**src/rtl/qam_tx_pkg.sv**
```systemverilog
// Shared constants and types for the QAM-16 transmit datapath.
// Sample format, I/Q packing, upsample defaults and upsampler mode encodings.
package qam_tx_pkg;

  localparam int SAMPLE_W     = 16;
  localparam int IQ_CH        = 2;
  localparam int UPSAMPLE_DEF = 4;

  localparam logic MODE_ZERO = 1'b0;
  localparam logic MODE_HOLD = 1'b1;

  typedef enum logic {
    ST_IDLE = 1'b0,
    ST_EMIT = 1'b1
  } us_state_t;

  // Counter width for a modulo-n phase; at least one bit so n==1 still has a register.
  function automatic int phase_w(input int n);
    return (n > 1) ? $clog2(n) : 1;
  endfunction

endpackage

```
**src/rtl/upsample_phase_ctr.sv**
```systemverilog
// Wrap counter 0..MAX-1 with synchronous clear (priority) and increment; last flags MAX-1.
// Single-cycle update; no flow control of its own, the caller gates inc.
module upsample_phase_ctr
  import qam_tx_pkg::*;
#(
  parameter int MAX   = UPSAMPLE_DEF,
  parameter int CNT_W = phase_w(MAX)
) (
  input  logic             clk,
  input  logic             rst_n,
  input  logic             clr,
  input  logic             inc,
  output logic [CNT_W-1:0] phase,
  output logic             last
);

  localparam logic [CNT_W-1:0] LAST_VAL = CNT_W'(MAX - 1);

  assign last = (phase == LAST_VAL);

  always_ff @(posedge clk or negedge rst_n) begin
    if (!rst_n) begin
      phase <= '0;
    end else if (clr) begin
      phase <= '0;
    end else if (inc) begin
      phase <= last ? '0 : phase + 1'b1;
    end
  end

endmodule

```
**src/rtl/zero_stuffer_iq.sv**
```systemverilog
// I/Q upsampler: one symbol in, UPSAMPLE beats out (zero-stuffed or held); first beat the cycle after load.
// Full valid/ready backpressure, gapless reload on the last beat; in_ready is combinational from out_ready.
module zero_stuffer_iq
  import qam_tx_pkg::*;
#(
  parameter int WIDTH    = SAMPLE_W,
  parameter int CHANNELS = IQ_CH,
  parameter int UPSAMPLE = UPSAMPLE_DEF
) (
  input  logic                      clk,
  input  logic                      rst_n,
  input  logic                      en,
  input  logic                      clr,
  input  logic                      mode,
  input  logic [WIDTH*CHANNELS-1:0] in_data,
  input  logic                      in_valid,
  output logic                      in_ready,
  output logic [WIDTH*CHANNELS-1:0] out_data,
  output logic                      out_valid,
  input  logic                      out_ready,
  output logic                      out_first
);

  localparam int PH_W = phase_w(UPSAMPLE);

  us_state_t                          state;
  logic [CHANNELS-1:0][WIDTH-1:0]     hold_q;
  logic                               mode_q;
  logic [PH_W-1:0]                    phase;
  logic                               last;
  logic                               load;
  logic                               fire;
  logic                               ph0;

  assign in_ready = en & ~clr & ((state == ST_IDLE) | (last & out_ready));
  assign load     = in_valid & in_ready;
  assign fire     = out_valid & out_ready;
  assign ph0      = (phase == '0);

  // A load always restarts at phase 0; on a last-beat fire the counter wraps there anyway.
  upsample_phase_ctr #(
    .MAX   (UPSAMPLE),
    .CNT_W (PH_W)
  ) u_phase (
    .clk   (clk),
    .rst_n (rst_n),
    .clr   (clr | load),
    .inc   (fire),
    .phase (phase),
    .last  (last)
  );

  always_ff @(posedge clk or negedge rst_n) begin
    if (!rst_n) begin
      state     <= ST_IDLE;
      hold_q    <= '0;
      mode_q    <= MODE_ZERO;
      out_valid <= 1'b0;
    end else if (clr) begin
      state     <= ST_IDLE;
      hold_q    <= '0;
      out_valid <= 1'b0;
    end else begin
      case (state)
        ST_IDLE: begin
          if (load) begin
            hold_q    <= in_data;
            mode_q    <= mode;
            state     <= ST_EMIT;
            out_valid <= 1'b1;
          end
        end
        ST_EMIT: begin
          if (fire && last) begin
            if (load) begin
              hold_q <= in_data;
              mode_q <= mode;
            end else begin
              state     <= ST_IDLE;
              out_valid <= 1'b0;
            end
          end
        end
        default: begin
          state     <= ST_IDLE;
          out_valid <= 1'b0;
        end
      endcase
    end
  end

  assign out_first = out_valid & ph0;

  // Phase 0 always carries the sample; later phases carry it only in hold mode.
  for (genvar c = 0; c < CHANNELS; c++) begin : g_ch
    assign out_data[c*WIDTH +: WIDTH] =
      (out_valid && (ph0 || (mode_q == MODE_HOLD))) ? hold_q[c] : '0;
  end

endmodule

```
**config.mk**
```make
export PLATFORM = sky130hd
export DESIGN_NAME = zero_stuffer_iq
export DESIGN_NICKNAME = d
export VERILOG_FILES = /design/src/rtl/qam_tx_pkg.sv /design/src/rtl/upsample_phase_ctr.sv /design/src/rtl/zero_stuffer_iq.sv
export SDC_FILE = /design/constraint.sdc
export NUM_CORES = 1
export LEC_CHECK = 0
export CORE_ASPECT_RATIO = 0.7
export CORE_UTILIZATION = 40
export DETAILED_ROUTE_END_ITERATION = 8
export PLACE_DENSITY = 0.75
export SYNTH_ARGS = -nofsm -noshare
export SYNTH_HDL_FRONTEND = slang
export SYNTH_HIERARCHICAL = 1
export SYNTH_SLANG_ARGS = --single-unit
```
**constraint.sdc**
```tcl
create_clock -name clk -period 1.7 [get_ports clk]
set_input_delay 0.17 -clock clk [delete_from_list [all_inputs] [get_ports clk]]
set_output_delay 0.17 -clock clk [all_outputs]
set_load 0.01 [all_outputs]
```
* Word-level counts from Yosys, hierarchy flattened *
Index checks and enable logic that the tools add are counted.

operators by class
  $add $sub $neg = 1
  equality and inequality tests = 5
  multiplexer cells = 21
  bitwise gates (word level) = 10
  reductions and logical operators = 7

operator list
  operator               number
  $mux W32               3
  $pmux W32 S2           1
  $mux W16               2
  $mux W1                9
  $and A1 B1 Y1          6
  $mux W2                3
  $ne A3 B3 Y1 const B   2
  $pmux W1 S2            3
  $ne A3 B2 Y1 const B   1
  $reduce_and A3 Y1      1
  $add A2 B1 Y2 const B  1
  $eq A2 B2 Y1 const B   1
  $logic_and A1 B1 Y1    2
  $logic_not A2 Y1       1
  $ne A2 B1 Y1 const B   1
  $not A1 Y1             2
  $or A1 B1 Y1           2
  $reduce_and A2 Y1      1
  $reduce_bool A2 Y1     1
  $logic_or A1 B1 Y1     1

storage, ports and cells
  flip-flop bits (word level) = 37
  input bits = 39
  output and inout bits = 35
  logic and storage cells = 50

* Longest topological paths before layout *
  word-level depth = 9
  mapped depth = 6
  mapped depth without buffers = 5

* By module *
Netlist, hierarchy kept.

by module, submodules not included
  module              times used  cells each  area an instance (um2)  sequential area each (um2)
  zero_stuffer_iq     1           283         2841.5                  875.8
  upsample_phase_ctr  1           8           100.1                   50.0

* Least setup slack after synthesis *
No wires, ideal clock.

  path kind = register to register
  start = register u_phase.phase[0]
  end = register hold_q[15] in the netlist's numbering
  setup time = 0.126 ns
  arrival time = 1.471 ns
  data required time = 1.574 ns
  slack = 0.102 ns
  stages on the path, launching flop included = 7
  path buffers = 2
  clock period less this slack = 1.598 ns
  cell sequence = dfrtp_1 > ha_1 > and3_1 > buf_6 > buf_12 > mux2i_1 > a311o_1

between the ends
  cells in the longest elaborated chain, start to end = 9
  elaborated cells between the ends (all ways) = 11
  those cells by class = 2 x eq/ne; 4 x mux; 4 x bitwise; 1 x reduce/logical

ends and longest elaborated chain
  element                 line                      RTL
  from (decl)             upsample_phase_ctr.sv:13  output logic [CNT_W-1:0] phase,
  from (signal assigned)  upsample_phase_ctr.sv:27  phase <= last ? '0 : phase + 1'b1;
  $eq A2 B2 Y1 *          upsample_phase_ctr.sv:19  assign last = (phase == LAST_VAL);
  net last                zero_stuffer_iq.sv:30     logic last;
  $and A1 B1 Y1           zero_stuffer_iq.sv:35     assign in_ready = en & ~clr & ((state == ST_IDLE) | (last & out_ready));
  $or A1 B1 Y1            zero_stuffer_iq.sv:35
  $and A1 B1 Y1           zero_stuffer_iq.sv:35
  $and A1 B1 Y1           zero_stuffer_iq.sv:36     assign load = in_valid & in_ready;
  $mux W32 (2 in series)  --
  $pmux W32 S2            --
  $mux W32                --
  to (signal assigned)    zero_stuffer_iq.sv:67     hold_q <= in_data;
  to (signal assigned)    zero_stuffer_iq.sv:76     hold_q <= in_data;
  to (decl)               zero_stuffer_iq.sv:27     logic [CHANNELS-1:0][WIDTH-1:0] hold_q;

Mark *: on every way through the listed nets, which the timed path passes. The rest lies on a longest branch. The select of a mux whose other input is x is not followed.
A chain may end at the register's enable or synchronous reset.

* Final worst setup path *
  start = register u_phase.phase[0]
  end = output out_data[21]

between the ends
  cells in the longest elaborated chain, start to end = 4

ends and longest elaborated chain
  element              line                   RTL
  $logic_not A2 Y1     zero_stuffer_iq.sv:38  assign ph0 = (phase == '0);
  $logic_or A1 B1 Y1   zero_stuffer_iq.sv:97  (out_valid && (ph0 || (mode_q == MODE_HOLD))) ? hold_q[c] : '0;
  $logic_and A1 B1 Y1  zero_stuffer_iq.sv:97
  $mux W16             zero_stuffer_iq.sv:97
  to (decl)            zero_stuffer_iq.sv:18  output logic [WIDTH*CHANNELS-1:0] out_data,

Every way passes these cells.

==> impl_metrics.py <==
metrics = {
    "final_layout": {
        "synthToLayoutAreaGrowth_pct": 29.52,
        "layout.nets": 415,
        "n_antenna_cell": 0,
        "stdcell_count": 470,
        "n_fill_cell": 627,
        "drive_gt1_share_pct": 25.80,
    },
    "routing": {
        "num_vias": 2656,
        "wl_mm": 8.005,
        "antenna_left": 0,
        "drt_iter0_drc": 120,
        "drc": 0,
        "first_pass_iters": 4,
        "avgViaCountPerCell": 5.651,
        "post_drt_wl_per_cell_um": 17.03,
    },
    "pwr": {
        "switchingPower_uw": 580.8,
        "pwr-share-clk_pct": 29.1,
        "vdd_drop_max_uv": 410.6,
        "p_leak_uw": 0.001599,
        "power_frac_seq_pct": 47.3,
        "p_int_uw": 1481,
        "total_power_uw": 2062,
        "switching_share_pct": 28.17,
        "power_frac_comb_pct": 23.6,
        "p_per_area_mw_per_mm2": 541.2,
    },
    "clock_network": {
        "cts_root_buf": "clkbuf_8",
        "path_clk_slew_ns": 0.08,
        "clockBufferDepth": 2,
        "cts_max_level": 2,
        "cts_tree": "yes",
        "cts_sinks": 37,
        "clock_latency_ns": 0.29,
        "cts_buffers": 5,
    },
    "synthesis": {
        "synth_common_cells": "dfrtp_1 (37), nor2_1 (35), and2_1 (33), mux2i_1 (32)",
        "yosysMostFrequentCell": "dfrtp_1",
        "ys_seq_elements": 37,
        "synthFlopType": "dfrtp_1",
        "yosys_warnings": 6,
        "syn_nets": 331,
        "synth_top_area_share_pct": 31.48,
        "ys_seq_area_share_pct": 31.48,
        "synth.distinct_cells": 34,
        "netlist_area_mm2": 0.002942,
        "synth-async-reset-ratio_pct": 100.0,
        "synth_top_cell_by_area": "dfrtp_1",
        "synth.avg_cell_area_um2": 10.11,
        "postSynthCellCount": 291,
        "synth.area.top_cells": "dfrtp_1 (31%), mux2i_1 (11%), a311o_1 (11%)",
        "synth_edf_count": 0,
    },
    "global_routing": {
        "grt_overflow": 0,
        "antenna_found_initial": 0,
        "grt_pass1_vias": 2436,
        "grt_pass1_wl_mm": 12.28,
        "track_usage_pct": 20.27,
        "grt_max_degree": 67,
    },
    "sta": {
        "slew_viol_final": 0,
        "rsz0062_at_grt": "yes",
        "hold_ws_ns": 0.3467,
        "fin_skew_ns": 0.008573,
        "fin_tns_setup_ns": -0.07536,
        "finalCritPeriodShare_pct": 101.7,
        "tightest_slew_ns": 0.5339,
        "timing.fmax_mhz": 578.4,
        "timing.slew.headroom_pct": 64.41,
        "fin_crit_ns": 1.729,
        "finalSetupViolations": 3,
        "fin_ws_ns": -0.02905,
        "hold_violations": 0,
    },
    "placement": {
        "io_buffers": 73,
        "hpwl_mm": 4.995,
        "place.gp.congestion": 0.7612,
        "preCtsSetupSlack_ns": -0.02835,
        "dp.cells": 445,
    },
    "setup_path": {
        "cp-start-kind": "flip-flop",
        "cpMaxStageDelayCell": "dfrtp_1",
        "cpMostUsedCell": "buf_6",
        "endpoint_kind": "primary output",
        "rrSetupSlack_ns": 0.07,
        "worstPathCellList": "nor2_2 > o21a_2 > buf_6 > buf_6 > buf_6 > and2_4 > buf_6",
        "cp.required_ns": 1.53,
        "cpPeakStageDelay_ns": 0.38,
        "worstPathMaxFanout": 5,
        "worstSetupPathType": "flip-flop to primary output",
        "cp.arrival_ns": 1.56,
    },
    "outcome": {
        "status": "finished, violations left",
        "violations": "negative setup slack",
    },
    "floorplan": {
        "ios": 74,
        "die_area_mm2": 0.007706,
        "fp-row-count": 25,
        "start_util_pct": 42.55,
        "core_mm2": 0.006913,
        "die_y_um": 73.75,
        "die_w_um": 104.5,
    },
    "hold_path": {
        "hold_path_class": "input port to flip-flop",
    },
    "run": {
        "drv_cap": 0,
    },
}
[power groups by stage]
stage	Sequential [uW]	Combinational [uW]	Clock, uW
after detailed placement	991	441	0
after floorplan	978	265	0
after CTS	974	485	621
after global routing	982	522	648
after global placement	989	434	0
final	976	486	600
[state kept, by name, summed over array words and instances, names as in the netlist]
| signal | count |
|---|---|
| hold_q | 32 |
| state | 1 |
| mode_q | 1 |
| out_valid | 1 |
| u_phase/phase | 2 |
[routing by layer]
metal	wire (um)	global-route usage, %
met1	3701	26.86
met2	3666	33.48
met3	593	5.856
met4	44	3.333
met5	0	0
[worst paths after layout]
kind / from / to / cells after the start
min in group asynchronous: rst_n / hold_q[27] / 2
worst max register to register: u_phase/phase[0] / hold_q[3] / 6
worst min register to register: mode_q / mode_q / 1
worst min-delay path: clr / state / 3
worst max-delay path: u_phase/phase[0] / out_data[21] / 7
max in group asynchronous: rst_n / u_phase/phase[1] / 3
[stage by stage]
stage                     cell area, um2  util [%]
after floorplan                     2942         -
after global placement              3628     52.49
after detailed placement            3628     52.49
after CTS                           3769     54.52
after global routing                3810     55.11
final                               3810     55.11
[cells in the final DEF (no fill, tap or decap), types with 2 or more instances in the layout]
master,n
a311o_1,31
and2_1,25
and2_2,2
and2_4,8
buf_12,3
buf_2,21
buf_4,27
buf_6,15
clkbuf_1,3
clkbuf_2,6
clkbuf_8,5
clkdlybuf4s50_1,38
dfrtp_1,36
mux2i_1,32
nand2_1,3
nand3_1,2
nand3b_1,31
nand4b_1,31
nor2_1,34
[what timing repair did]
item	in CTS	in global routing
resized for setup	132	23
setup buffers	14	0
endpoints found under the hold margin	22	0
hold buffers	1	0
endpoints found under the setup margin	33	33
cloned	2	1
pin swaps	2	3
[cell families (layout without fill, tap and decap cells)]
group           after synthesis  in the layout  synth area share [%]
compound gates               39             39                 12.76
flops                        37             37                 31.48
simple gates                144            144                 31.56
fa+ha+maj                     1              1                0.4253
mux                          33             33                 11.27
buf+inv                      37            122                 12.51
[cell type report]
class                   count  area [um2]  area share (%)
flip-flops and latches     37       927.1           24.33
clock buffers               8       80.08           2.102
multi-input cells         217        1689           44.34
repair buffers            113       992.2           26.04
well taps                  94       117.6           3.087
inverters                   1       3.754         0.09852
[worst max-delay path, delay by kind of cell, from the launching register on]
family,cells,cell delay (ns)
simple gates,2,0.20
compound gates,1,0.23
buf+inv,4,0.47
flops,1,0.38
Power figures use the tool's default switching activity.
